--- src/rtl/n_clic_ctx_stack.sv ---
// Interrupt context stack: saves PC and nesting level on take, restores them on return,
// supports tail-chaining and latches a sticky fault on overflow, underflow or priority violation.
module n_clic_ctx_stack #(
  parameter int AddrWidth = 32,
  parameter int PrioWidth = 3,
  parameter int Depth     = 7
) (
  input  logic                         clk,
  input  logic                         reset,
  input  logic                         int_take,
  input  logic [PrioWidth-1:0]         int_prio,
  input  logic [AddrWidth-1:0]         int_addr,
  input  logic [AddrWidth-1:0]         pc_next,
  input  logic                         ret,
  output logic [AddrWidth-1:0]         pc_out,
  output logic                         redirect,
  output logic [PrioWidth-1:0]         level_out,
  output logic [$clog2(Depth+1)-1:0]   depth_out,
  output logic                         fault
);

  localparam int SpWidth = $clog2(Depth + 1);

  typedef enum logic [0:0] {
    ST_RUN   = 1'b0,
    ST_FAULT = 1'b1
  } state_t;

  state_t                 state_r, state_n;
  logic [SpWidth-1:0]     sp_r, sp_n;
  logic [PrioWidth-1:0]   cur_level_r, level_n;
  logic [AddrWidth-1:0]   saved_pc_r    [Depth];
  logic [PrioWidth-1:0]   saved_level_r [Depth];
  logic [SpWidth-1:0]     top_s;
  logic                   push_s;

  // Event decode: redirect target and next stack state from the current inputs
  always_comb begin
    state_n  = state_r;
    sp_n     = sp_r;
    level_n  = cur_level_r;
    push_s   = 1'b0;
    redirect = 1'b0;
    pc_out   = pc_next;
    top_s    = sp_r - {{(SpWidth-1){1'b0}}, 1'b1};
    if (reset) begin
      state_n = ST_RUN;
    end else if (state_r == ST_RUN) begin
      if (int_take && ret && (sp_r != '0)) begin
        // Tail-chain: the new handler must outrank the level being returned to
        if (int_prio > saved_level_r[top_s]) begin
          redirect = 1'b1;
          pc_out   = int_addr;
          level_n  = int_prio;
        end else begin
          state_n = ST_FAULT;
        end
      end else if (int_take) begin
        if ((int_prio > cur_level_r) && (sp_r < SpWidth'(Depth))) begin
          redirect = 1'b1;
          pc_out   = int_addr;
          level_n  = int_prio;
          push_s   = 1'b1;
          sp_n     = sp_r + {{(SpWidth-1){1'b0}}, 1'b1};
        end else begin
          state_n = ST_FAULT;
        end
      end else if (ret) begin
        if (sp_r != '0) begin
          redirect = 1'b1;
          pc_out   = saved_pc_r[top_s];
          level_n  = saved_level_r[top_s];
          sp_n     = top_s;
        end else begin
          state_n = ST_FAULT;
        end
      end else begin
        state_n = ST_RUN;
      end
    end else begin
      state_n = ST_FAULT;
    end
  end

  // Control state: FSM, stack pointer and current level
  always_ff @(posedge clk) begin
    if (reset) begin
      state_r     <= ST_RUN;
      sp_r        <= '0;
      cur_level_r <= '0;
    end else begin
      state_r     <= state_n;
      sp_r        <= sp_n;
      cur_level_r <= level_n;
    end
  end

  // Stack storage; entries above sp are don't-care and never cleared
  always_ff @(posedge clk) begin
    if (push_s && !reset) begin
      saved_pc_r[sp_r]    <= pc_next;
      saved_level_r[sp_r] <= cur_level_r;
    end
  end

  assign level_out = cur_level_r;
  assign depth_out = sp_r;
  assign fault     = (state_r == ST_FAULT);

endmodule

--- config.mk ---
export PLATFORM = sky130hd
export DESIGN_NAME = n_clic_ctx_stack
export DESIGN_NICKNAME = d
export VERILOG_FILES = /design/src/rtl/n_clic_ctx_stack.sv
export SDC_FILE = /design/constraint.sdc
export NUM_CORES = 1
export LEC_CHECK = 0
export BUFFER_PORTS_ARGS = -buffer_cell sky130_fd_sc_hd__buf_2
export CORE_MARGIN = 2
export CORE_UTILIZATION = 50
export DETAILED_ROUTE_END_ITERATION = 6
export PLACE_DENSITY = 0.81
export SKIP_LAST_GASP = 1
export SYNTH_ARGS = -nofsm -noshare
export SYNTH_HDL_FRONTEND = slang
export SYNTH_SLANG_ARGS = --single-unit
--- constraint.sdc ---
create_clock -name clk -period 7.2 [get_ports clk]
set_clock_uncertainty 0.15 [all_clocks]
set_input_delay 0.72 -clock clk [delete_from_list [all_inputs] [get_ports clk]]
set_output_delay 0.72 -clock clk [all_outputs]
set_load 0.03 [all_outputs]
==> flow_summary_export.csv <==
group,metric,value,unit
worst_hold_path,hp-class,"in2reg",
grt,grt_pass1_vias,7158,
worst_setup_path,max_stage_delay,0.94,ns
yosys,async_reset_ff_share,0,%
power_and_ir_drop,p_switching,1940,uW
worst_setup_path,critPathArrivalTime,5.78,ns
grt,grt_pass1_wl,40300,um
floorplanning,dieHeight,155,um
yosys,synth_area_per_cell,15.0,sq um
power_and_ir_drop,p_comb_share,40.2,%
worst_setup_path,startpoint_type,"register",
placement,dp_hpwl,15400,um
power_and_ir_drop,pwr-share-clk,24.5,%
drt,wirelength,26500,um
cts,cts_buffer_depth,3,
cts,clock_latency,0.51,ns
yosys,synth_edf_count,245,
sta,worstMarginPinSlew,1.01,ns
sta,maxSlewHeadroom,32.7,%
sta,drv_slew,0,
worst_hold_path,worstHoldStart,"pc_next[28]",
power_and_ir_drop,power,5090,uW
worst_setup_path,crit-reg2reg-launch,"depth_out[0]$_SDFFE_PP0P_",
grt,track_usage,21.9,%
drt,drcViolationCount,0,
cts,htreeDepth,1,
drt,wl_per_cell,22.8,um
worst_setup_path,worstPathRequired,6.33,ns
placement,pre_cts_slack,1.06,ns
cts,cts_sinks,252,
worst_setup_path,crit_start,"depth_out[0]$_SDFFE_PP0P_",
yosys,netlist_area,0.0113,sq mm
placement,placed_area,0.0121,sq mm
sta,fmax,150,MHz
sta,min_period,6.65,ns
cts,post-cts-setup-buffers,0,
worst_setup_path,cp_cell_sequence,"inv_2 > ha_1 > xor2_2 > a211oi_1 > o32ai_1 > o21ba_2 > ha_1 > a21oi_1 > o21ai_2 > and4_1 > a21oi_4 > o221ai_1 > buf_2",
status,status,"finished, final reports clean",
floorplanning,row_count,55,
drt,drt_iter0_drc,980,
yosys,syn-num-nets,833,
worst_setup_path,cp_slowest_cell,"dfxtp_4",
worst_setup_path,crit_top_cell,"ha_1",
cts,cts_root_buf,"clkbuf_16",
sta,rsz0062_at_grt,"false",
sta,post-route-period-util,92.4,%
cts,numCtsBuffers,24,
cts,cts_tree,"yes",
final_layout,nFillCells,1724,
drt,vias,7296,
floorplanning,start_util,50.5,%
placement,port_buffers,110,
floorplanning,die_w,155,um
final_layout,nets,935,
drt,dr.pass1.iters,7,
worst_setup_path,cp-end-kind,"output pin",
yosys,yosys_warnings,0,
worst_setup_path,crit_type,"reg2out",
final_layout,drive_gt1_share,26.9,%
yosys,seq_area_frac_synth,66.2,%
final_layout,antenna_cells,0,
final_layout,area_growth,13.9,%
power_and_ir_drop,p_leak,0.00427,uW
run,max-cap-violations,0,
worst_setup_path,cp_max_fo,49,
worst_setup_path,cp_top_family,"compound AO/OA/AOI/OAI gates",
yosys,synthCells,753,
power_and_ir_drop,switching_share,38.2,%
cts,clk_pin_slew,0.07,ns
drt,viasPerCell,6.30,
power_and_ir_drop,pwr-share-seq,35.3,%
sta,setup_viol,0,
power_and_ir_drop,vdd.ir_drop.worst,0.248,mV
floorplanning,dieArea,0.0239,sq mm
sta,tns,0,ns
floorplanning,ios,111,
cts,cts-resized-gates,0,
grt,antenna_found_initial,0,
grt,grt_max_degree,71,
grt,grt_overflow,0,
sta,setup_ws,0.548,ns
power_and_ir_drop,power.density,394,mW/mm^2
power_and_ir_drop,intPower,3140,uW
cts,cts_hold_buf,0,
worst_setup_path,cp.buffers_inverters,2,
yosys,synth_ff_type,"edfxtp_1",
placement,gp_congestion,0.831,
yosys,synth-seq-cells,252,
final_layout,finalInstanceArea,0.0129,sq mm
drt,ant_nets,0,
sta,hold_viol_final,0,
yosys,synth_cell_types,55,
floorplanning,coreArea,0.0224,sq mm
## power by group through the flow
| stage | clock network (uW) | logic (uW) | registers, uW |
|---|---|---|---|
| final | 1240 | 2050 | 1800 |
| after detailed placement | 0 | 2020 | 1830 |
| after floorplan | 0 | 1530 | 1780 |
| after global placement | 0 | 1970 | 1820 |
| after global routing | 1320 | 2190 | 1810 |
| after CTS | 1260 | 2030 | 1800 |
## Yosys cell counts, types with 3 or more instances
cell type | instances | area, sq um
clkbuf_1 | 24 | 90.1
nand3_1 | 9 | 45.0
o21ai_1 | 5 | 25.0
buf_6 | 12 | 135
buf_4 | 4 | 30.0
nand2_1 | 34 | 128
nor2_1 | 41 | 154
mux4_2 | 32 | 721
ha_1 | 9 | 113
mux2_2 | 4 | 45.0
o221ai_2 | 10 | 150
o221ai_1 | 24 | 210
a31oi_1 | 25 | 156
buf_2 | 11 | 55.1
dfxtp_1 | 7 | 140
edfxtp_1 | 245 | 7360
inv_1 | 31 | 116
mux2i_1 | 37 | 370
a21oi_1 | 56 | 280
nor2b_1 | 3 | 18.8
a311o_1 | 9 | 90.1
nor4_1 | 5 | 31.3
nand4_1 | 9 | 56.3
a211oi_1 | 27 | 203
o211ai_1 | 11 | 82.6
o21ai_0 | 33 | 165
## layout by cell type, fill, tap and decap left out, types with 2 or more instances in the layout
cell / instances
o32ai_1: 2
a211oi_1: 27
mux2i_1: 37
a21oi_1: 56
clkinv_1: 3
clkbuf_8: 3
nor2_1: 41
nand3b_1: 2
nor2b_1: 3
o21ai_1: 4
nand2b_1: 2
buf_4: 18
mux2_2: 4
clkinv_2: 2
o21ai_0: 33
ha_1: 8
nand3_1: 9
nor4b_2: 2
dfxtp_1: 6
buf_2: 110
edfxtp_1: 245
and4_1: 2
o211ai_1: 11
a311o_1: 9
clkbuf_1: 9
o221ai_2: 10
a21oi_4: 2
o21ba_2: 2
o221ai_1: 24
a31oi_1: 25
clkbuf_16: 25
nor4_2: 4
nand4_1: 9
bufinv_16: 2
nand2_1: 34
mux4_2: 32
inv_1: 31
## cells by family (layout without fill, tap and decap cells)
family	count (synthesis)	count (layout)	synth area share [%]
DFF	252	252	66.2
AOI/OAI and AO/OA	211	211	13.1
and+or+nand+nor	121	121	5.40
buffers and inverters	84	204	3.83
muxes	74	74	10.1
adders and majority gates	9	9	0.994
xor gates and xnor gates	2	2	0.387
## area by class of cell
class,count,area [sq um],share of cell area [%]
inverter,32,120,0.931
timing repair buffer,128,686,5.31
sequential,252,7500,58.1
multi-input combinational,417,3460,26.8
tap,285,357,2.76
clock inverter,7,81.3,0.630
clock buffer,37,701,5.43
## registers in the layout (all words and copies together) (netlist names)
name,count
level_out,3
saved_level_r,21
depth_out,3
fault,1
saved_pc_r,224
## metrics by stage
| stage | utilization, % | hold slack [ns] | std cells |
|---|---|---|---|
| floorplan | - | 0.511 | 753 |
| global placement | 54.0 | 0.450 | 1114 |
| global route | 57.5 | 0.336 | 1158 |
| finish | 57.5 | 0.338 | 1158 |
| CTS | 57.5 | 0.315 | 1158 |
| detailed placement | 54.0 | 0.471 | 1114 |
## layer usage
| metal | track usage, % | vias up | share of wire [%] |
|---|---|---|---|
| li1 | - | 3235 | - |
| met1 | 30.4 | 3589 | 40 |
| met2 | 35.5 | 400 | 49 |
| met3 | 3.25 | 72 | 7.8 |
| met4 | 8.42 | 0 | 3.2 |
| met5 | 0 | - | 0 |
## worst paths after layout
path | end | depth (start not counted) | slack (ns)
worst max-delay path | pc_out[1] | 13 | 0.55
worst min-delay path | saved_pc_r[0][28]$_DFFE_PP_ | 1 | 0.34
worst max register to register | level_out[0]$_SDFFE_PP0P_ | 12 | 2.62
worst min register to register | saved_level_r[6][0]$_DFFE_PP_ | 0 | 0.46
(Power assumes the default switching activity.)
